`config.mk`:
```
export PLATFORM = sky130hd
export DESIGN_NAME = booth_seq_sched
export DESIGN_NICKNAME = d
export VERILOG_FILES = /design/src/rtl/booth_seq_sched.sv
export SDC_FILE = /design/constraint.sdc
export NUM_CORES = 1
export LEC_CHECK = 0
export ABC_CLOCK_PERIOD_IN_PS = 3820
export BUFFER_PORTS_ARGS = -buffer_cell sky130_fd_sc_hd__buf_2
export CELL_PAD_IN_SITES_DETAIL_PLACEMENT = 1
export CELL_PAD_IN_SITES_GLOBAL_PLACEMENT = 2
export CORE_MARGIN = 2
export CORE_UTILIZATION = 30
export CTS_CLUSTER_DIAMETER = 150
export DETAILED_ROUTE_END_ITERATION = 8
export HOLD_SLACK_MARGIN = 0.05
export PLACE_DENSITY = 0.88
export SETUP_SLACK_MARGIN = 0.2
export SLEW_MARGIN = 20
export SYNTH_ARGS = -nofsm -noshare
export SYNTH_HDL_FRONTEND = slang
export SYNTH_SLANG_ARGS = --single-unit
```
`constraint.sdc`:
```
create_clock -name clk -period 3.82 [get_ports clk]
set_input_delay 0.955 -clock clk [delete_from_list [all_inputs] [get_ports clk]]
set_output_delay 0.955 -clock clk [all_outputs]
set_load 0.05 [all_outputs]
```
`src/rtl/booth_seq_sched.sv`:
```
// ============================================================================
// Module   : booth_seq_sched
// Brief    : Sequential signed WxW multiplier scheduler that time-shares one
//            external radix-4 Booth partial-product generator (booth_pp).
// Revision : 1.0 - initial release
// ============================================================================
`default_nettype none

module booth_seq_sched #(
   parameter int W    = 16,
   parameter int PIPE = 0
) (
   input  logic           clk,
   input  logic           rst,
   input  logic           in_valid,
   output logic           in_ready,
   input  logic [W-1:0]   in_x,
   input  logic [W-1:0]   in_y,
   output logic           out_valid,
   input  logic           out_ready,
   output logic [2*W-1:0] out_prod,
   output logic           busy,
   output logic [W-1:0]   pp_y,
   output logic [2:0]     pp_booth_bits,
   input  logic [W:0]     pp,
   input  logic           cpl
);

   localparam int N  = W / 2;
   localparam int CW = (N > 1) ? $clog2(N) : 1;
   localparam int AW = 2 * W;

   if (W < 4 || (W % 2) != 0) begin : g_bad_w
      $error("booth_seq_sched: W must be even and >= 4");
   end
   if (PIPE < 0 || PIPE > 4) begin : g_bad_pipe
      $error("booth_seq_sched: PIPE must be in 0..4");
   end

   typedef enum logic [1:0] {
      S_IDLE  = 2'd0,
      S_ISSUE = 2'd1,
      S_DRAIN = 2'd2,
      S_DONE  = 2'd3
   } state_t;

   state_t          state_q, state_d;
   logic [W-1:0]    x_q, x_d;
   logic [W-1:0]    y_q, y_d;
   logic [AW-1:0]   acc_q, acc_d;
   logic [CW-1:0]   issue_cnt_q, issue_cnt_d;
   logic [CW-1:0]   ret_cnt_q, ret_cnt_d;

   logic            w_issue;
   logic            w_ret_valid;
   logic [W:0]      w_x_ext;
   logic [2:0]      w_digit;
   logic [AW-1:0]   w_term;
   logic            w_last_issue;
   logic            w_last_ret;

   assign w_issue      = (state_q == S_ISSUE);
   // x[-1] = 0 is supplied by the appended zero, so digit j starts at bit 2j.
   assign w_x_ext      = {x_q, 1'b0};
   assign w_digit      = w_x_ext[{issue_cnt_q, 1'b0} +: 3];
   assign w_term       = {{(W-1){pp[W]}}, pp} + AW'(cpl);
   assign w_last_issue = (issue_cnt_q == CW'(N - 1));
   assign w_last_ret   = (ret_cnt_q == CW'(N - 1));

   // Returns are tracked by a valid token that travels alongside the generator
   // pipeline, so an aborted job leaves nothing behind once this clears.
   if (PIPE == 0) begin : g_ret_comb
      assign w_ret_valid = w_issue;
   end else begin : g_ret_pipe
      logic [PIPE-1:0] vld_q;
      always_ff @(posedge clk or negedge rst) begin
         if (!rst) begin
            vld_q <= '0;
         end else begin
            vld_q <= (vld_q << 1) | PIPE'(w_issue);
         end
      end
      assign w_ret_valid = vld_q[PIPE-1];
   end

   always_ff @(posedge clk or negedge rst) begin
      if (!rst) begin
         state_q     <= S_IDLE;
         x_q         <= '0;
         y_q         <= '0;
         acc_q       <= '0;
         issue_cnt_q <= '0;
         ret_cnt_q   <= '0;
      end else begin
         state_q     <= state_d;
         x_q         <= x_d;
         y_q         <= y_d;
         acc_q       <= acc_d;
         issue_cnt_q <= issue_cnt_d;
         ret_cnt_q   <= ret_cnt_d;
      end
   end

   always_comb begin
      state_d       = state_q;
      x_d           = x_q;
      y_d           = y_q;
      acc_d         = acc_q;
      issue_cnt_d   = issue_cnt_q;
      ret_cnt_d     = ret_cnt_q;
      in_ready      = 1'b0;
      out_valid     = 1'b0;
      busy          = (state_q != S_IDLE);
      out_prod      = acc_q;
      pp_y          = y_q;
      pp_booth_bits = 3'b000;

      if (w_ret_valid) begin
         acc_d     = acc_q + (w_term << {ret_cnt_q, 1'b0});
         ret_cnt_d = ret_cnt_q + CW'(1);
      end

      case (state_q)
         S_IDLE: begin
            in_ready = 1'b1;
            if (in_valid) begin
               x_d         = in_x;
               y_d         = in_y;
               acc_d       = '0;
               issue_cnt_d = '0;
               ret_cnt_d   = '0;
               state_d     = S_ISSUE;
            end
         end
         S_ISSUE: begin
            pp_booth_bits = w_digit;
            issue_cnt_d   = issue_cnt_q + CW'(1);
            if (w_last_issue) begin
               state_d = (PIPE > 0) ? S_DRAIN : S_DONE;
            end
         end
         S_DRAIN: begin
            if (w_ret_valid && w_last_ret) begin
               state_d = S_DONE;
            end
         end
         S_DONE: begin
            out_valid = 1'b1;
            if (out_ready) begin
               state_d = S_IDLE;
            end
         end
         default: begin
            state_d = S_IDLE;
         end
      endcase
   end

endmodule

`default_nettype wire

```
==> impl_metrics.py, run 1 <==
metrics = {
    "sta": {
        "period_share_pct": 117,
        "finalCriticalPeriod_ns": 4.48,
        "fmaxAchievable_mhz": 223,
        "relSlewSlack_pct": 34.5,
        "rsz0062_at_grt": "true",
        "finalWorstSetupSlack_ns": -0.664,
        "skew_ns": 0.0120,
        "worstMarginPinSlew_ns": 0.982,
        "maxSlewViolCount": 0,
        "hold_violations": 0,
        "final-setup-viol-count": 25,
    },
    "yosys": {
        "synth_top_flop_cell": "dfrtp_1",
        "syn_avg_cell_area_sq_um": 7.91,
        "async_flop_share_pct": 100,
        "yosysSeqAreaShare_pct": 30.5,
        "ys_ff_latch": 72,
        "ys_types": 64,
        "synthCells": 746,
        "netlist_area_sq_mm": 0.00590,
        "synth_edf_count": 0,
        "ys_warn_count": 0,
        "syn_nets": 842,
    },
    "clock_network": {
        "clkTransAtPathRegs_ns": 0.06,
        "cts_root_buffer": "clkbuf_16",
        "cts_buffer_depth": 2,
        "h-tree-depth": 3,
        "cts_tree": "built",
        "clk-insertion-delay-late_ns": 0.35,
        "postCtsHoldBufs": 0,
        "cts_buffers": 9,
        "cts_sinks": 72,
    },
    "detailed_routing": {
        "wl_microns": 24700,
        "dr.pass1.iters": 4,
        "routed-via-count": 6830,
        "wl_per_cell_microns": 19.2,
        "ant_nets": 0,
        "drtIter0Drc": 249,
        "drcViolationCount": 0,
        "vias_per_cell": 5.32,
    },
    "critical_path": {
        "arrival_ns": 4.71,
        "path_max_fanout": 6,
        "worstSetupPathType": "input pin to flip-flop",
        "crit_path_start_kind": "input pin",
        "required_ns": 4.05,
        "endpoint_kind": "flip-flop",
    },
    "finish": {
        "fin_nets": 1111,
        "mostFrequentLayoutCell": "buf_4",
        "final_cell_mix": "buf_4 (177), nand2_1 (150), buf_2 (104)",
        "fill_cells": 2332,
        "instances_no_fill": 1285,
        "diodes": 0,
        "area_growth_pct": 56.8,
        "drive_gt1_share_pct": 44.0,
    },
    "status": {
        "violations": "negative setup slack",
        "outcome": "finished, violations left",
    },
    "global_routing": {
        "grt_max_degree": 73,
        "grt_util_all_layers_pct": 21.7,
        "antenna_found_initial": 0,
        "overflow": 0,
        "first_global_vias": 7002,
        "grt_pass1_wl_microns": 35600,
    },
    "place": {
        "io_buffers": 107,
        "placed_cells": 1228,
        "place_congestion": 0.899,
        "dpl.hpwl_microns": 15700,
    },
    "floorplan": {
        "start_util_pct": 30.4,
        "rows": 51,
        "core-area_sq_mm": 0.0194,
        "die_area_sq_mm": 0.0208,
        "die_h_microns": 144,
        "fp.dieW_microns": 144,
        "io_pins": 108,
    },
    "min_path": {
        "hold_path.class": "flip-flop to flip-flop",
    },
    "flow_run": {
        "drv_cap": 0,
    },
}
-- cell families after synthesis --
family / synth area share, %
simple gates: 22.9
flops: 30.5
mux: 9.78
xor+xnor: 4.01
fa+ha+maj: 9.03
compound gates: 20.1
buf+inv: 3.63
-- per-layer routing --
layer  wire length, microns  track usage (%)
met1                  10400             26.7
met2                  12500             39.0
met3                    950             2.81
met5                      0                0
met4                    815             7.51
-- through the flow --
stage	TNS, ns	utilization, %	hold WS [ns]	worst slack (ns)	instance area [sq um]
4_1_cts	-6.01	44.9	0.472	-0.480	8710
5_1_grt	-12.93	47.7	0.503	-0.808	9260
3_3_place_gp	-14.34	40.7	0.451	-0.858	7900
3_5_place_dp	-16.34	40.7	0.457	-0.965	7900
6_report	-9.50	47.7	0.469	-0.664	9260
2_1_floorplan	-1.49	-	0.440	-0.350	6070
-- path summary, 6_finish.rpt --
check	start	end	slack, ns	depth (start not counted)
setup reg to reg	ret_cnt_q[0]	out_prod[28]	-0.18	17
setup / recovery	cpl	out_prod[28]	-0.66	22
max in group asynchronous	rst	out_prod[2]	2.42	1
hold / removal	pp_y[7]	pp_y[7]	0.47	2
hold reg to reg	pp_y[7]	pp_y[7]	0.47	2
min in group asynchronous	rst	pp_y[2]	0.77	1
-- Yosys cell counts, types with 5 or more instances --
cell type,instances,area [sq um]
xor2_1,7,61.3
nand4_1,8,50.1
clkbuf_1,29,109
nand3_1,20,100
o21a_1,6,45.0
xnor2_1,20,175
nor3b_1,5,37.5
a21oi_1,71,355
ha_1,41,513
mux2_2,5,56.3
a211oi_1,7,52.6
a21o_1,11,82.6
or3_1,5,31.3
nor3_1,17,85.1
a31oi_1,11,68.8
and2_1,7,43.8
buf_1,9,33.8
o21ai_0,34,170
a31o_2,5,43.8
mux2i_1,43,430
nor2_1,66,248
inv_1,13,48.8
nand2_1,160,601
o21bai_1,5,37.5
and3_1,7,43.8
dfrtp_1,72,1800
-- area by class of cell --
cell class,count,area (sq um),area share [%]
Multi-Input combinational cell,618,4680,50.5
Timing Repair Buffer,299,2060,22.3
Sequential cell,72,1800,19.5
Tap cell,265,332,3.58
Clock buffer,9,225,2.43
Clock inverter,7,103,1.11
Inverter,15,56.3,0.608
-- registers in the layout, indices dropped and copies added, names as in the netlist --
register	flops
state_q	2
pp_y	16
x_q	16
out_prod	32
ret_cnt_q	3
issue_cnt_q	3
-- worst max-delay path, stage by stage --
cell and delay (ns):
buf_6 0.10, ha_4 0.16, ha_4 0.17, buf_6 0.12
and3_4 0.14, and3_4 0.15, or3_4 0.34, o21ai_4 0.07
a32oi_4 0.08, mux2i_2 0.20, mux2i_1 0.12, ha_1 0.32
buf_4 0.12, buf_4 0.13, buf_4 0.20, nand4_1 0.28
a31oi_4 0.31, a41oi_2 0.17, buf_4 0.19, nor2_4 0.10
mux2i_1 0.20, nand2_1 0.08
-- repair_timing --
action / 4_1_cts / 5_1_grt
resized for setup: 67 / 87
pin swaps: 49 / 59
setup endpoints to repair: 25 / 27
buffers inserted: 24 / 17
cloned: 0 / 0
Power of run 1 is left out: the tool's default activity adds up to more than one toggle a clock period on the data nets, which glitch-free logic cannot reach.
==> run 2: changes to the inputs <==
- BUFFER_PORTS_ARGS: -buffer_cell sky130_fd_sc_hd__buf_2 -> -buffer_cell sky130_fd_sc_hd__buf_4
==> impl_metrics.py, run 2 (synthesized netlist as in run 1, its figures left out) <==
metrics = {
    "floorplan": {
        "io_pins": 108,
        "core-area_sq_mm": 0.0194,
        "start_util_pct": 30.4,
        "fp.dieW_microns": 144,
        "die_area_sq_mm": 0.0208,
        "die_h_microns": 144,
        "rows": 51,
    },
    "critical_path": {
        "path_max_fanout": 3,
        "required_ns": 4.06,
        "crit-reg2reg-launch": "ret_cnt_q[0]",
        "crit_path_start_kind": "input pin",
        "r2r_cells": 16,
        "r2r-end": "out_prod[31]",
        "endpoint_kind": "flip-flop",
        "cp_cell_sequence": "buf_6, ha_4, ha_4, buf_6, and3_4, and3_4, or3_1, o21ai_2, a32oi_4, mux2i_2, mux2i_1, ha_1, nand4_1, a2111oi_4, o41ai_4, a211oi_2, o32ai_2, xor2_1, a21oi_1, a31o_2",
        "cpPeakStageDelay_ns": 0.35,
        "reg2reg_setup_slack_ns": -0.16,
        "critical-path-slowest-cell": "or3_1",
        "arrival_ns": 4.79,
        "worstSetupPathType": "input pin to flip-flop",
    },
    "detailed_routing": {
        "ant_nets": 0,
        "dr.pass1.iters": 4,
        "vias_per_cell": 5.31,
        "drtIter0Drc": 317,
        "routed-via-count": 6751,
        "wl_microns": 24300,
        "wl_per_cell_microns": 19.1,
        "drcViolationCount": 0,
    },
    "sta": {
        "worstMarginPinSlew_ns": 0.989,
        "maxSlewViolCount": 0,
        "relSlewSlack_pct": 33.9,
        "hold_violations": 0,
        "finalWorstSetupSlack_ns": -0.734,
        "fmaxAchievable_mhz": 220,
        "finalCriticalPeriod_ns": 4.55,
        "skew_ns": 0.0119,
        "rsz0062_at_grt": "true",
        "final-setup-viol-count": 27,
        "period_share_pct": 119,
    },
    "flow_run": {
        "drv_cap": 0,
    },
    "global_routing": {
        "grt_util_all_layers_pct": 22.1,
        "overflow": 0,
        "grt_pass1_wl_microns": 36100,
        "antenna_found_initial": 0,
        "grt_max_degree": 73,
        "first_global_vias": 7076,
    },
    "finish": {
        "area_growth_pct": 58.2,
        "area.sequential_sq_mm": 0.00180,
        "fin_nets": 1097,
        "drive_gt1_share_pct": 42.8,
        "final_cell_mix": "buf_4 (267), nand2_1 (153), dfrtp_1 (72)",
        "fill_cells": 2289,
        "multi_input_area_sq_mm": 0.00462,
        "mostFrequentLayoutCell": "buf_4",
        "largest_reg_flops": 32,
        "diodes": 0,
    },
    "clock_network": {
        "cts_buffers": 9,
        "cts_buffer_depth": 2,
        "clk-insertion-delay-late_ns": 0.36,
        "clkTransAtPathRegs_ns": 0.06,
        "cts_tree": "built",
        "h-tree-depth": 3,
        "cts_root_buffer": "clkbuf_16",
        "cts_sinks": 72,
    },
    "min_path": {
        "hp-start": "pp_y[2]",
        "worstHoldEndpoint": "pp_y[2]",
        "min_delay_path_depth": 2,
        "hold_path.class": "flip-flop to flip-flop",
    },
    "place": {
        "io_buffers": 107,
        "place_ws_ns": -0.971,
        "place_congestion": 0.890,
        "dpl.hpwl_microns": 16100,
    },
    "status": {
        "violations": "negative setup slack",
        "outcome": "finished, violations left",
    },
}
run 2: cell types whose count changed in the layout (fill, tap and decap cells not counted), moves of 3 or more:
| cell | before | now |
|---|---|---|
| a21oi_1 | 46 | 52 |
| a21oi_2 | 18 | 12 |
| buf_2 | 104 | 0 |
| buf_4 | 177 | 267 |
| nand2_1 | 150 | 153 |
| nand2_4 | 5 | 2 |
| nor2_4 | 7 | 4 |
run 2: timing repair:
action | in CTS | in global routing
endpoints found under the hold margin | 0 | 0
buffers inserted | 15 | 15
setup endpoints to repair | 26 | 27
hold buffers | 0 | 0
resized for setup | 84 | 57
pin swaps | 44 | 49
run 2: per-stage QoR:
stage / utilization (%) / setup TNS [ns] / cells / hold slack [ns] / cell area (sq um)
after global routing: 48.1 / -14.58 / 1271 / 0.498 / 9340
after floorplan: - / -1.49 / 746 / 0.440 / 6070
after global placement: 42.0 / -14.50 / 1225 / 0.453 / 8140
final: 48.1 / -11.25 / 1271 / 0.475 / 9340
after CTS: 46.2 / -5.74 / 1256 / 0.478 / 8950
after detailed placement: 42.0 / -17.38 / 1225 / 0.463 / 8140
run 2: layout make-up:
class                   instances  area share (%)
clock inverters                 5           0.683
clock buffers                  11            2.60
well taps                     265            3.55
flip-flops and latches         72            19.3
repair buffers                285            23.7
inverters                      15           0.603
multi-input cells             618            49.5
run 2: layer usage:
layer / vias up / GRT usage (%) / part of all wire, %
met5: - / 0 / 0
met4: 0 / 8.89 / 3.2
met3: 58 / 3.44 / 5.1
met2: 197 / 39.3 / 51
met1: 3336 / 26.7 / 40
li1: 3160 / - / -
run 2: worst max path at each step:
stage | start | end | slack, ns | cells past startpoint
2_1_floorplan | pp[0] | out_prod[31] | -0.35 | 18
3_3_place_gp | pp[0] | out_prod[31] | -0.86 | 20
3_5_place_dp | pp[0] | out_prod[28] | -0.97 | 22
5_1_grt | cpl | out_prod[31] | -0.85 | 20
6_report | cpl | out_prod[31] | -0.73 | 20
4_1_cts | cpl | out_prod[31] | -0.49 | 20
run 2: worst max-delay path: cells and delay by family:
family                   cells  cell delay, ns
buffers and inverters        2            0.21
multiplexers                 2            0.40
AND/OR/NAND/NOR              4            0.83
XOR/XNOR                     1            0.26
adder cells (fa/ha/maj)      3            0.67
AO/OA/AOI/OAI                8            1.48
Power of run 2 is left out for the same reason.
